File: config.mk
export PLATFORM = sky130hd
export DESIGN_NAME = alarm_bank
export DESIGN_NICKNAME = d
export VERILOG_FILES = /design/src/rtl/alarm_pkg.sv /design/src/rtl/alarm_slot.sv /design/src/rtl/alarm_bank.sv
export SDC_FILE = /design/constraint.sdc
export NUM_CORES = 1
export LEC_CHECK = 0
export ABC_AREA = 1
export BUFFER_PORTS_ARGS = -buffer_cell sky130_fd_sc_hd__buf_2
export CAP_MARGIN = 20
export CORE_ASPECT_RATIO = 1.1
export CORE_UTILIZATION = 58
export CTS_BUF_LIST = sky130_fd_sc_hd__clkbuf_4 sky130_fd_sc_hd__clkbuf_8
export DETAILED_ROUTE_END_ITERATION = 10
export MAX_ROUTING_LAYER = met4
export PLACE_DENSITY = 0.86
export SLEW_MARGIN = 20
export SYNTH_ARGS = -nofsm -noshare
export SYNTH_HDL_FRONTEND = slang
export SYNTH_HIERARCHICAL = 1
export SYNTH_SLANG_ARGS = --single-unit
File: constraint.sdc
create_clock -name clock -period 1.9 [get_ports clock]
set_input_delay 0.19 -clock clock [delete_from_list [all_inputs] [get_ports clock]]
set_output_delay 0.19 -clock clock [all_outputs]
set_load 0.02 [all_outputs]
File: src/rtl/alarm_pkg.sv
// Shared types, BCD limits and time validation for the alarm_bank slice.
package alarm_pkg;

   typedef enum logic [1:0] {
      SLOT_DISABLED = 2'd0,
      SLOT_ARMED    = 2'd1,
      SLOT_RINGING  = 2'd2,
      SLOT_SNOOZED  = 2'd3
   } slot_state_t;

   localparam logic [3:0] MAX_MS_HR      = 4'd2;
   localparam logic [3:0] MAX_LS_HR_AT_2 = 4'd3;
   localparam logic [3:0] MAX_MS_MIN     = 4'd5;
   localparam logic [3:0] MAX_DIGIT      = 4'd9;

   typedef struct packed {
      logic [3:0] ms_hr;
      logic [3:0] ls_hr;
      logic [3:0] ms_min;
      logic [3:0] ls_min;
   } bcd_time_t;

   // True when t is a legal 24-hour hh:mm value (00:00 .. 23:59).
   function automatic logic bcd_time_valid(input bcd_time_t t);
      logic hr_ok;
      logic min_ok;
      if (t.ms_hr == MAX_MS_HR) hr_ok = (t.ls_hr <= MAX_LS_HR_AT_2);
      else                      hr_ok = (t.ms_hr < MAX_MS_HR) && (t.ls_hr <= MAX_DIGIT);
      min_ok = (t.ms_min <= MAX_MS_MIN) && (t.ls_min <= MAX_DIGIT);
      return hr_ok && min_ok;
   endfunction

endpackage

File: src/rtl/alarm_slot.sv
// One alarm slot: time/enable storage, minute comparator, ring/snooze FSM.
// ALARM_SNOOZE_EN adds the SNOOZED state and its counter.
module alarm_slot
   import alarm_pkg::*;
#(
   parameter int SNOOZE_MIN   = 5,
   parameter int RING_MAX_MIN = 3
) (
   input  logic      clock,
   input  logic      reset,
   input  logic      write,
   input  bcd_time_t write_time,
   input  logic      write_enable,
   input  bcd_time_t now,
   input  logic      minute_tick,
   input  logic      stop_alarm,
   input  logic      snooze,
   output bcd_time_t stored_time,
   output logic      stored_enable,
   output logic      ringing
);

   localparam logic [3:0] RING_LOAD = 4'(RING_MAX_MIN);

   slot_state_t state, state_next;
   logic [3:0]  ring_cnt, ring_cnt_next;

`ifdef ALARM_SNOOZE_EN
   localparam logic [3:0] SNOOZE_LOAD = 4'(SNOOZE_MIN);
   logic [3:0] snz_cnt, snz_cnt_next;
`else
   logic unused_snooze;
   assign unused_snooze = snooze | (SNOOZE_MIN == 0);
`endif

   // NOTE: the stored time is reset along with the FSM so read-back shows 00:00 after reset.
   always_ff @(posedge clock or negedge reset) begin
      if (!reset) begin
         stored_time   <= '0;
         stored_enable <= 1'b0;
      end else if (write) begin
         stored_time   <= write_time;
         stored_enable <= write_enable;
      end
   end

   always_ff @(posedge clock or negedge reset) begin
      if (!reset) begin
         state    <= SLOT_DISABLED;
         ring_cnt <= '0;
`ifdef ALARM_SNOOZE_EN
         snz_cnt  <= '0;
`endif
      end else begin
         state    <= state_next;
         ring_cnt <= ring_cnt_next;
`ifdef ALARM_SNOOZE_EN
         snz_cnt  <= snz_cnt_next;
`endif
      end
   end

   // Priority: write > stop > snooze > minute-tick transitions.
   always_comb begin
      state_next    = state;
      ring_cnt_next = ring_cnt;
`ifdef ALARM_SNOOZE_EN
      snz_cnt_next  = snz_cnt;
`endif
      if (write) begin
         state_next    = write_enable ? SLOT_ARMED : SLOT_DISABLED;
         ring_cnt_next = '0;
`ifdef ALARM_SNOOZE_EN
         snz_cnt_next  = '0;
`endif
      end else if (stop_alarm) begin
         if (state == SLOT_RINGING || state == SLOT_SNOOZED) state_next = SLOT_ARMED;
`ifdef ALARM_SNOOZE_EN
      end else if (snooze && state == SLOT_RINGING) begin
         state_next   = SLOT_SNOOZED;
         snz_cnt_next = SNOOZE_LOAD;
`endif
      end else if (minute_tick) begin
         case (state)
            SLOT_ARMED: begin
               if (stored_time == now) begin
                  state_next    = SLOT_RINGING;
                  ring_cnt_next = RING_LOAD;
               end
            end
            SLOT_RINGING: begin
               if (ring_cnt <= 4'd1) begin
                  state_next    = SLOT_ARMED;
                  ring_cnt_next = '0;
               end else begin
                  ring_cnt_next = ring_cnt - 4'd1;
               end
            end
`ifdef ALARM_SNOOZE_EN
            SLOT_SNOOZED: begin
               if (snz_cnt <= 4'd1) begin
                  state_next    = SLOT_RINGING;
                  ring_cnt_next = RING_LOAD;
                  snz_cnt_next  = '0;
               end else begin
                  snz_cnt_next = snz_cnt - 4'd1;
               end
            end
`endif
            default: ;
         endcase
      end
   end

   assign ringing = (state == SLOT_RINGING);

endmodule

File: src/rtl/alarm_bank.sv
// Multi-slot BCD alarm bank: write validation, ack/err pulses, registered read-back.
// Snooze support is built only when ALARM_SNOOZE_EN is defined.
module alarm_bank
   import alarm_pkg::*;
#(
   parameter  int NUM_ALARMS   = 4,
   parameter  int SNOOZE_MIN   = 5,
   parameter  int RING_MAX_MIN = 3,
   localparam int IDX_W        = (NUM_ALARMS > 1) ? $clog2(NUM_ALARMS) : 1
) (
   input  logic                  clock,
   input  logic                  reset,
   input  logic                  load_new_alarm,
   input  logic [IDX_W-1:0]      load_idx,
   input  logic                  load_enable,
   input  logic [3:0]            new_alarm_ms_hr,
   input  logic [3:0]            new_alarm_ls_hr,
   input  logic [3:0]            new_alarm_ms_min,
   input  logic [3:0]            new_alarm_ls_min,
   output logic                  load_ack,
   output logic                  load_err,
   input  logic [3:0]            current_time_ms_hr,
   input  logic [3:0]            current_time_ls_hr,
   input  logic [3:0]            current_time_ms_min,
   input  logic [3:0]            current_time_ls_min,
   input  logic                  minute_tick,
   input  logic                  stop_alarm,
   input  logic                  snooze,
   input  logic [IDX_W-1:0]      rd_idx,
   output logic [3:0]            alarm_time_ms_hr,
   output logic [3:0]            alarm_time_ls_hr,
   output logic [3:0]            alarm_time_ms_min,
   output logic [3:0]            alarm_time_ls_min,
   output logic                  rd_enable,
   output logic [NUM_ALARMS-1:0] alarm_active,
   output logic                  alarm_sound
);

   bcd_time_t             write_time;
   bcd_time_t             now;
   bcd_time_t             slot_time [NUM_ALARMS];
   logic [NUM_ALARMS-1:0] slot_en;
   logic [NUM_ALARMS-1:0] slot_write;
   logic [NUM_ALARMS-1:0] slot_ring;
   logic                  write_ok;
   bcd_time_t             rd_time, rd_time_next;
   logic                  rd_en_next;

   assign write_time = {new_alarm_ms_hr, new_alarm_ls_hr, new_alarm_ms_min, new_alarm_ls_min};
   assign now        = {current_time_ms_hr, current_time_ls_hr, current_time_ms_min, current_time_ls_min};
   assign write_ok   = load_new_alarm && (int'(load_idx) < NUM_ALARMS) && bcd_time_valid(write_time);

   for (genvar g = 0; g < NUM_ALARMS; g++) begin : g_slot
      assign slot_write[g] = write_ok && (load_idx == IDX_W'(g));

      alarm_slot #(
         .SNOOZE_MIN   (SNOOZE_MIN),
         .RING_MAX_MIN (RING_MAX_MIN)
      ) u_slot (
         .clock         (clock),
         .reset         (reset),
         .write         (slot_write[g]),
         .write_time    (write_time),
         .write_enable  (load_enable),
         .now           (now),
         .minute_tick   (minute_tick),
         .stop_alarm    (stop_alarm),
         .snooze        (snooze),
         .stored_time   (slot_time[g]),
         .stored_enable (slot_en[g]),
         .ringing       (slot_ring[g])
      );
   end

   // Out-of-range read indices return zero rather than an undefined slot.
   always_comb begin
      rd_time_next = '0;
      rd_en_next   = 1'b0;
      if (int'(rd_idx) < NUM_ALARMS) begin
         rd_time_next = slot_time[rd_idx];
         rd_en_next   = slot_en[rd_idx];
      end
   end

   always_ff @(posedge clock or negedge reset) begin
      if (!reset) begin
         load_ack  <= 1'b0;
         load_err  <= 1'b0;
         rd_time   <= '0;
         rd_enable <= 1'b0;
      end else begin
         load_ack  <= write_ok;
         load_err  <= load_new_alarm && !write_ok;
         rd_time   <= rd_time_next;
         rd_enable <= rd_en_next;
      end
   end

   assign alarm_time_ms_hr  = rd_time.ms_hr;
   assign alarm_time_ls_hr  = rd_time.ls_hr;
   assign alarm_time_ms_min = rd_time.ms_min;
   assign alarm_time_ls_min = rd_time.ls_min;
   assign alarm_active      = slot_ring;
   assign alarm_sound       = |slot_ring;

endmodule
---- Word-level counts from Yosys, hierarchy flattened ----
Cells that the tools add are included.
cells by class
  $add $sub $neg .......................... 4
  multiply operators ...................... 0
  divide/modulo/power cells ............... 0
  order comparisons ....................... 11
  equal/unequal tests ..................... 40
  shifts and indexed selects .............. 0
  multiplexer cells ....................... 59
  bitwise logic cells ..................... 1
  reduce and logical (&&, ||, !) cells .... 40
operators by type and width
  operator                                                                           number
  4-bit two-way mux                                                                  20
  16-bit equality test                                                               4
  2-bit two-way mux                                                                  24
  16-bit binary-select mux with 2-bit select                                         1
  16-bit two-way mux                                                                 2
  4-bit one-hot mux with 2 select lines                                              4
  3-bit by 1-bit inequality test with 1-bit output (second input constant)           8
  3-bit nonzero test                                                                 8
  2-bit equality test (second input constant)                                        10
  5-bit AND reduction                                                                4
  4-bit by 1-bit less-or-equal comparator with 1-bit output (second input constant)  4
  4-bit by 2-bit inequality test with 1-bit output (second input constant)           4
  4-bit by 3-bit inequality test with 1-bit output (second input constant)           4
  2-bit one-hot mux with 2 select lines                                              4
  4-bit AND reduction                                                                4
  4-bit nonzero test                                                                 4
  4-bit by 1-bit subtractor with 4-bit output (second input constant)                4
  2-bit by 1-bit equality test with 1-bit output (second input constant)             5
  1-bit logical AND                                                                  9
  4-bit less-or-equal comparator (second input constant)                             2
  2-bit by 1-bit inequality test with 1-bit output (second input constant)           4
  2-bit nonzero test                                                                 4
  4-bit by 2-bit equality test with 1-bit output (second input constant)             1
  4-bit by 2-bit less-or-equal comparator with 1-bit output (second input constant)  1
  11 further kinds                                                                   16
storage, ports and cells
  register bits after elaboration ......... 111
  bits in latches ......................... 0
  RAM bits ................................ 0
  bits in read-only memories .............. 0
  input bits .............................. 43
  output and inout port bits .............. 24
  word-level logic and storage cells ...... 190
  memories ................................ 0

---- Longest topological paths before layout ----
Gate-level depths: netlist of run 1.
  word-level depth ........................ 8
  mapped depth ............................ 13
  depth with buffers taken out ............ 13

---- Modules after synthesis ----
Netlist of run 1, hierarchy kept.
by module, submodules not included
  module      instances  cells an instance  area each (µm²)  sequential area each (µm²)
  alarm_slot  4          209                1,418.9          575.6
  alarm_bank  1          146                1,138.6          475.5

---- Worst setup path before layout of run 1 ----
No wires, ideal clock.
  kind .................................... register -> register
  start ................................... register g_slot[0].u_slot.state[0]
  end ..................................... register g_slot[0].u_slot.ring_cnt[0]
  library setup time ...................... 0.136 ns
  data arrival time ....................... 1.333 ns
  data required time ...................... 1.764 ns
  setup slack ............................. 0.431 ns
  stages on the path, launching flop included .. 8
  path buffers ............................ 0
  clock period less this slack ............ 1.469 ns
  cells stage by stage .................... dfrtp_1 -> inv_1 -> ha_1 -> nor2_1 -> nor3_2 -> nand2_2 -> nand2_1 -> a21oi_1
on the way
  cells in the longest elaborated chain, start to end .. 5
  elaborated cells on any way between the ends .. 9
  classes of those cells .................. eq/ne (3); mux (4); reduce/logical (2)
ends and longest elaborated chain
  element                                line              source
  start, declared                        alarm_slot.sv:25  slot_state_t state, state_next;
  start signal, assigned                 alarm_slot.sv:55  state <= state_next;
  2-bit equality test (*)                --
  named net alarm_active[0]              alarm_bank.sv:35  output logic [NUM_ALARMS-1:0] alarm_active,
  4-bit one-hot mux with 2 select lines  alarm_slot.sv:84  case (state)
  4-bit two-way mux                      alarm_slot.sv:83  end else if (minute_tick) begin
  4-bit two-way mux                      alarm_slot.sv:76  end else if (stop_alarm) begin
  4-bit two-way mux                      alarm_slot.sv:70  if (write) begin
  end signal, assigned                   alarm_slot.sv:56  ring_cnt <= ring_cnt_next;
  end, declared                          alarm_slot.sv:26  logic [3:0] ring_cnt, ring_cnt_next;
The timed path passes the listed nets; every way through them passes the cells marked *. The select of a mux whose other input is x is not followed.
A chain may end at the register's enable or synchronous reset.

---- Worst setup path after layout of run 1 ----
  start ................................... register g_slot[1].u_slot.state[0]
  end ..................................... output alarm_sound
on the way
  cells in the longest elaborated chain, start to end .. 2
ends and longest elaborated chain
  element                 line               source
  start, declared         alarm_slot.sv:25
  start signal, assigned  alarm_slot.sv:55
  2-bit equality test     alarm_slot.sv:115  assign ringing = (state == SLOT_RINGING);
  4-bit OR reduction      alarm_bank.sv:104  assign alarm_sound = |slot_ring;
  end, declared           alarm_bank.sv:36   output logic alarm_sound
No other way between the ends.

==> flow_summary.json, run 1 <==
{
  "die-area_um2": 12200,
  "tightest_slew_ps": 492,
  "ctsHoldBuffers": 1,
  "rows": 41,
  "min_period_ps": 1710,
  "drive_gt1_share_pct": 15.1,
  "leakage_nw": 4.11,
  "fmax_ghz": 0.586,
  "hold_class": "in2reg",
  "cp_data_required_time_ps": 1710,
  "outcome": "complete, no violations",
  "crit_fanout": 8,
  "syn_area_per_cell_um2": 6.94,
  "postRouteWirelength_um": 15800,
  "relSlewSlack_pct": 67.2,
  "root_buffer": "clkbuf_8",
  "core_area_um2": 11400,
  "fin_crit_sh_pct": 89.8,
  "antenna_left": 0,
  "skew_ps": 9.66,
  "grt_pass1_wl_um": 26600,
  "drcViolationCount": 0,
  "initial_core_util_pct": 59.6,
  "utilization_pct": 66.2,
  "routed_via_density": 5.17,
  "met2WireLength_um": 7680,
  "irDropWorstVdd_v": 0.000751,
  "crit_chain": "inv_1 -> ha_1 -> nor2_1 -> nand2_1 -> buf_2",
  "nets": 1116,
  "post-dp-hpwl_um": 11600,
  "setup_ws_ps": 193,
  "gp_congestion": 0.889,
  "grt_max_degree": 61,
  "crit_type": "reg2out",
  "cpPeakStageDelay_ps": 420,
  "first_iter_violations": 432,
  "avgRoutedWirePerCell_um": 13.1,
  "die_y_um": 116,
  "design_area_um2": 7570,
  "portBuffers": 65,
  "drtPass1Iterations": 5,
  "track_usage_pct": 28.6,
  "setup_viol": 0,
  "wl_met3_um": 947,
  "place_ws_ps": -51.4,
  "yosysSeqAreaShare_pct": 40.8,
  "clk_pin_slew_ps": 100,
  "maxCapViolCount": 0,
  "syn_area_um2": 6810,
  "ios": 67,
  "dpl-instance-area_um2": 7380,
  "worst_setup_path_end_kind": "primary output",
  "grt_pass1_vias": 5790,
  "antenna_found_initial": 2,
  "cp_slowest_cell": "dfrtp_1",
  "rsz0062_at_grt": "false",
  "wirelength_met1_um": 6800,
  "syn_inst": 982,
  "die_w_um": 105,
  "powerDensity_nw_per_um2": 967,
  "ys_warn_count": 6,
  "cts_tree": "built",
  "critPathArrivalTime_ps": 1520,
  "syn2layout_area_growth_pct": 11.1,
  "cts_resized": 0,
  "routed.top_layer": "met4",
  "startpoint_type": "flop",
  "vias": 6252,
  "overflow": 0,
  "hold_violations": 0,
  "ys_ff_latch": 111,
  "synth_nets": 1045,
  "clock_path_buffers": 2,
  "clock_sinks": 111,
  "post-cts-setup-buffers": 0,
  "setup-tns-final_ps": 0,
  "htree_levels": 3,
  "synth_cell_type_count": 24,
  "numCtsBuffers": 9,
  "slew_viol_final": 0,
  "insertion_delay_ps": 380
}
registers in the layout (all words and copies together), names as in the netlist, 4 cells and up:
| signal | count |
|---|---|
| g_slot.u_slot/ring_cnt | 16 |
| alarm_time_ms_hr | 4 |
| alarm_time_ls_min | 4 |
| g_slot.u_slot/stored_enable | 4 |
| alarm_time_ms_min | 4 |
| g_slot.u_slot/state | 8 |
| alarm_time_ls_hr | 4 |
| g_slot.u_slot/stored_time | 64 |
where the power goes:
| part | internal, mW | switching [mW] | total [mW] | leakage [nW] |
|---|---|---|---|---|
| Clock | 0.557 | 0.781 | 1.34 | 0.0977 |
| Sequential | 2.81 | 0.427 | 3.24 | 1.17 |
| Combinational | 1.06 | 1.69 | 2.75 | 2.84 |
worst max-delay path, delay by kind of cell, from the launching register on:
family                     cells  cell delay (ps)
buffers and inverters          2              210
DFF                            1              420
and+or+nand+nor                2              210
adders and majority gates      1              300
cells in the mapped netlist, drive strengths merged:
library cell	count	area, um^2
o21ai	119	633
a21oi	8	40.0
dfrtp	111	2780
inv	169	637
o22ai	17	106
nor3	24	180
nand4	8	50.1
xnor2	8	70.1
nand2	341	1340
buf	13	133
ha	20	250
clkbuf	12	45.0
nand3	26	150
nor2	105	394
a21boi	1	7.51
per-stage QoR:
step	std cells	power, mW	hold WS [ps]
finish	1210	7.32	69.9
global placement	1191	5.89	110
detailed placement	1191	6.02	112
global route	1210	7.90	77.0
CTS	1208	7.35	58.4
floorplan	982	5.30	-106
cells by family (layout without fill, tap and decap cells):
family / count (synthesis) / count (layout) / synth area share, %
other: 0 / 2 / 0
adder cells (fa/ha/maj): 20 / 20 / 3.67
AND/OR/NAND/NOR: 504 / 504 / 31.0
AO/OA/AOI/OAI: 145 / 145 / 11.5
flip-flops: 111 / 111 / 40.8
XOR/XNOR: 8 / 8 / 1.03
buffers and inverters: 194 / 270 / 12.0
final timing paths:
kind	from	to	slack (ps)	cells past startpoint
worst min register to register	g_slot[1].u_slot/stored_enable	g_slot[1].u_slot/stored_enable	500	2
worst min-delay path	new_alarm_ms_min[0]	g_slot[2].u_slot/stored_time[4]	70	3
worst max register to register	g_slot[3].u_slot/stored_time[6]	g_slot[3].u_slot/state[0]	260	13
worst max-delay path	g_slot[1].u_slot/state[0]	alarm_sound	190	5
min in group asynchronous	reset	g_slot[0].u_slot/stored_time[9]	240	2
max in group asynchronous	reset	g_slot[3].u_slot/stored_time[15]	960	3
metal layers:
metal  global-route usage [%]  vias to the layer above
met1                     35.1                     2886
met4                     12.5                        0
met2                     47.9                      187
met5                        -                        -
met3                     3.43                       28
li1                         -                     3151
final cells by class:
cell class	count	area, um^2
inverter	169	637
timing repair buffer	85	556
antenna	2	5.00
clock inverter	3	18.8
fill	1002	3870
tap	150	188
sequential	111	2780
multi-input combinational	677	3230
clock buffer	13	160
placed cells by master, fill, tap and decap left out, types with 2 or more instances in the layout:
cell type  count
nand2_1      317
o21ai_0       72
nand4_1        8
nor2_1       101
o22ai_1       17
o21ai_2       10
inv_2          5
clkinv_2       2
nand3_1       22
xnor2_1        8
ha_1          20
dfrtp_1      111
nor3_1        12
inv_1        163
diode_2        2
buf_12         6
nor2_2         4
a21oi_1        8
nor3_2        12
nand3_2        4
buf_2         64
buf_4         14
clkbuf_8      10
nand2_2       24
clkbuf_4       3
o21ai_1       37
Note: power is estimated with default switching activity, not from simulation.
==> run 2, diff against run 1 <==
==> constraint.sdc (replaced) <==
create_clock -name clock -period 1.9 [get_ports clock]
set_input_delay 0.095 -clock clock [delete_from_list [all_inputs] [get_ports clock]]
set_output_delay 0.095 -clock clock [all_outputs]
set_load 0.02 [all_outputs]
==> run 2 against run 1 <==
Effect of this change: total power rose by 2.0%; clock skew rose by 4.5 ps; sequential cell count did not move; register-to-register slack barely moved; design area rose by 1.6%; die area did not move; highest routed layer unchanged.
==> flow_summary.json, run 2 (same netlist as run 1, synthesis figures left out) <==
{
  "outcome": "complete, no violations",
  "gp_congestion": 0.903,
  "hold_violations": 0,
  "final_cell_mix": "317 x nand2_1, 163 x inv_1, 111 x dfrtp_1",
  "fmax_ghz": 0.576,
  "antenna_found_initial": 1,
  "relSlewSlack_pct": 64.2,
  "fin_crit_sh_pct": 91.3,
  "first_iter_violations": 397,
  "power_mw": 7.47,
  "rsz0062_at_grt": "false",
  "leakage_nw": 4.14,
  "powerDensity_nw_per_um2": 971,
  "routed_via_density": 5.19,
  "dpl-instance-area_um2": 7320,
  "post-dp-hpwl_um": 11400,
  "grt_pass1_vias": 5637,
  "nets": 1123,
  "setup-tns-final_ps": 0,
  "final_common_cell": "nand2_1",
  "drive_gt1_share_pct": 14.6,
  "postRouteWirelength_um": 16300,
  "root_buffer": "clkbuf_8",
  "portBuffers": 65,
  "syn2layout_area_growth_pct": 12.9,
  "setup_viol": 0,
  "largest_registers": "g_slot.u_slot/stored_time: 64 flops, g_slot.u_slot/ring_cnt: 16 flops, g_slot.u_slot/state: 8 flops",
  "startpoint_type": "input pin",
  "slew_viol_final": 0,
  "cp_data_required_time_ps": 2180,
  "htree_levels": 3,
  "track_usage_pct": 28.2,
  "critPathArrivalTime_ps": 2010,
  "maxCapViolCount": 0,
  "hold_class": "in2reg",
  "skew_ps": 14.2,
  "core_area_um2": 11400,
  "clk_pin_slew_ps": 100,
  "die-area_um2": 12200,
  "grt_pass1_wl_um": 26000,
  "avgRoutedWirePerCell_um": 13.4,
  "drtPass1Iterations": 5,
  "ff2ff_path_depth": 13,
  "clock_sinks": 111,
  "overflow": 0,
  "die_w_um": 105,
  "largest_register_ffs": 64,
  "grt_max_degree": 49,
  "initial_core_util_pct": 59.6,
  "vias": 6325,
  "die_y_um": 116,
  "cts_tree": "built",
  "irDropWorstVdd_v": 0.000674,
  "clock_path_buffers": 2,
  "crit_type": "in2reg",
  "largest-register": "g_slot.u_slot/stored_time",
  "drcViolationCount": 0,
  "crit_fanout": 9,
  "ios": 67,
  "holdPathStages": 3,
  "design_area_um2": 7690,
  "rows": 41,
  "min_period_ps": 1730,
  "numCtsBuffers": 9,
  "antenna_left": 0,
  "insertion_delay_ps": 390,
  "worst_setup_path_end_kind": "flop",
  "tightest_slew_ps": 537
}
run 2: changes by cell type in the layout (fill, tap and decap cells not counted), moves of 3 or more:
| cell | before | now |
|---|---|---|
| buf_4 | 14 | 9 |
| diode_2 | 2 | 5 |
| nor2_2 | 4 | 1 |
| dlygate4sd3_1 | 1 | 13 |
| nor2_4 | 0 | 4 |
run 2: power breakdown:
| part | total (mW) | switching (mW) | leakage (nW) | internal (mW) |
|---|---|---|---|---|
| clock | 1.44 | 0.765 | 0.0999 | 0.678 |
| sequential | 3.23 | 0.418 | 1.17 | 2.81 |
| combinational | 2.80 | 1.72 | 2.87 | 1.08 |
run 2: worst max-delay path, cell delays in order:
cell	delay, ps
dlygate4sd3_1	540
buf_2	160
nand2_1	100
nand3_1	100
nor2_2	180
nand3_4	170
nor2_4	210
inv_2	130
nand3_1	150
nand2_2	70
nand2_1	60
nand2_1	50
run 2: metrics by stage:
step	utilization, %	instances	hold slack [ps]	worst slack, ps
global route	67.2	1218	4.90	62.7
finish	67.2	1218	8.79	165
detailed placement	64.0	1186	104	31.2
CTS	66.8	1213	2.32	3.86
global placement	64.0	1186	105	101
floorplan	-	982	-201	431
run 2: layer usage:
layer | wire length (um) | global-route usage (%)
met5 | 0 | -
met4 | 295 | 8.83
met3 | 966 | 4.50
met2 | 8110 | 48.7
met1 | 6910 | 34.1
run 2: layout make-up:
class | count | area, um^2
tap | 150 | 188
fill | 933 | 3750
clock buffer | 13 | 160
timing repair buffer | 92 | 621
clock inverter | 1 | 30.0
antenna | 5 | 12.5
multi-input combinational | 677 | 3270
sequential | 111 | 2780
inverter | 169 | 637
run 2: path summary, 6_finish.rpt:
kind	to	slack, ps	start
max	g_slot[2].u_slot/state[1]	170	new_alarm_ms_min[1]
min	g_slot[1].u_slot/stored_time[11]	9	new_alarm_ls_hr[3]
max reg2reg	g_slot[3].u_slot/state[0]	260	g_slot[3].u_slot/stored_time[6]
min reg2reg	g_slot[2].u_slot/stored_enable	510	g_slot[2].u_slot/stored_enable
max in group asynchronous	g_slot[3].u_slot/ring_cnt[1]	1020	reset
min in group asynchronous	alarm_time_ls_hr[0]	220	reset
run 2: repair_timing:
| item | in CTS | in global routing |
|---|---|---|
| gates resized for setup | 0 | 9 |
| setup endpoints to repair | 0 | 65 |
| hold endpoints to repair | 71 | 0 |
| setup buffers | 0 | 0 |
| hold buffers | 13 | 0 |
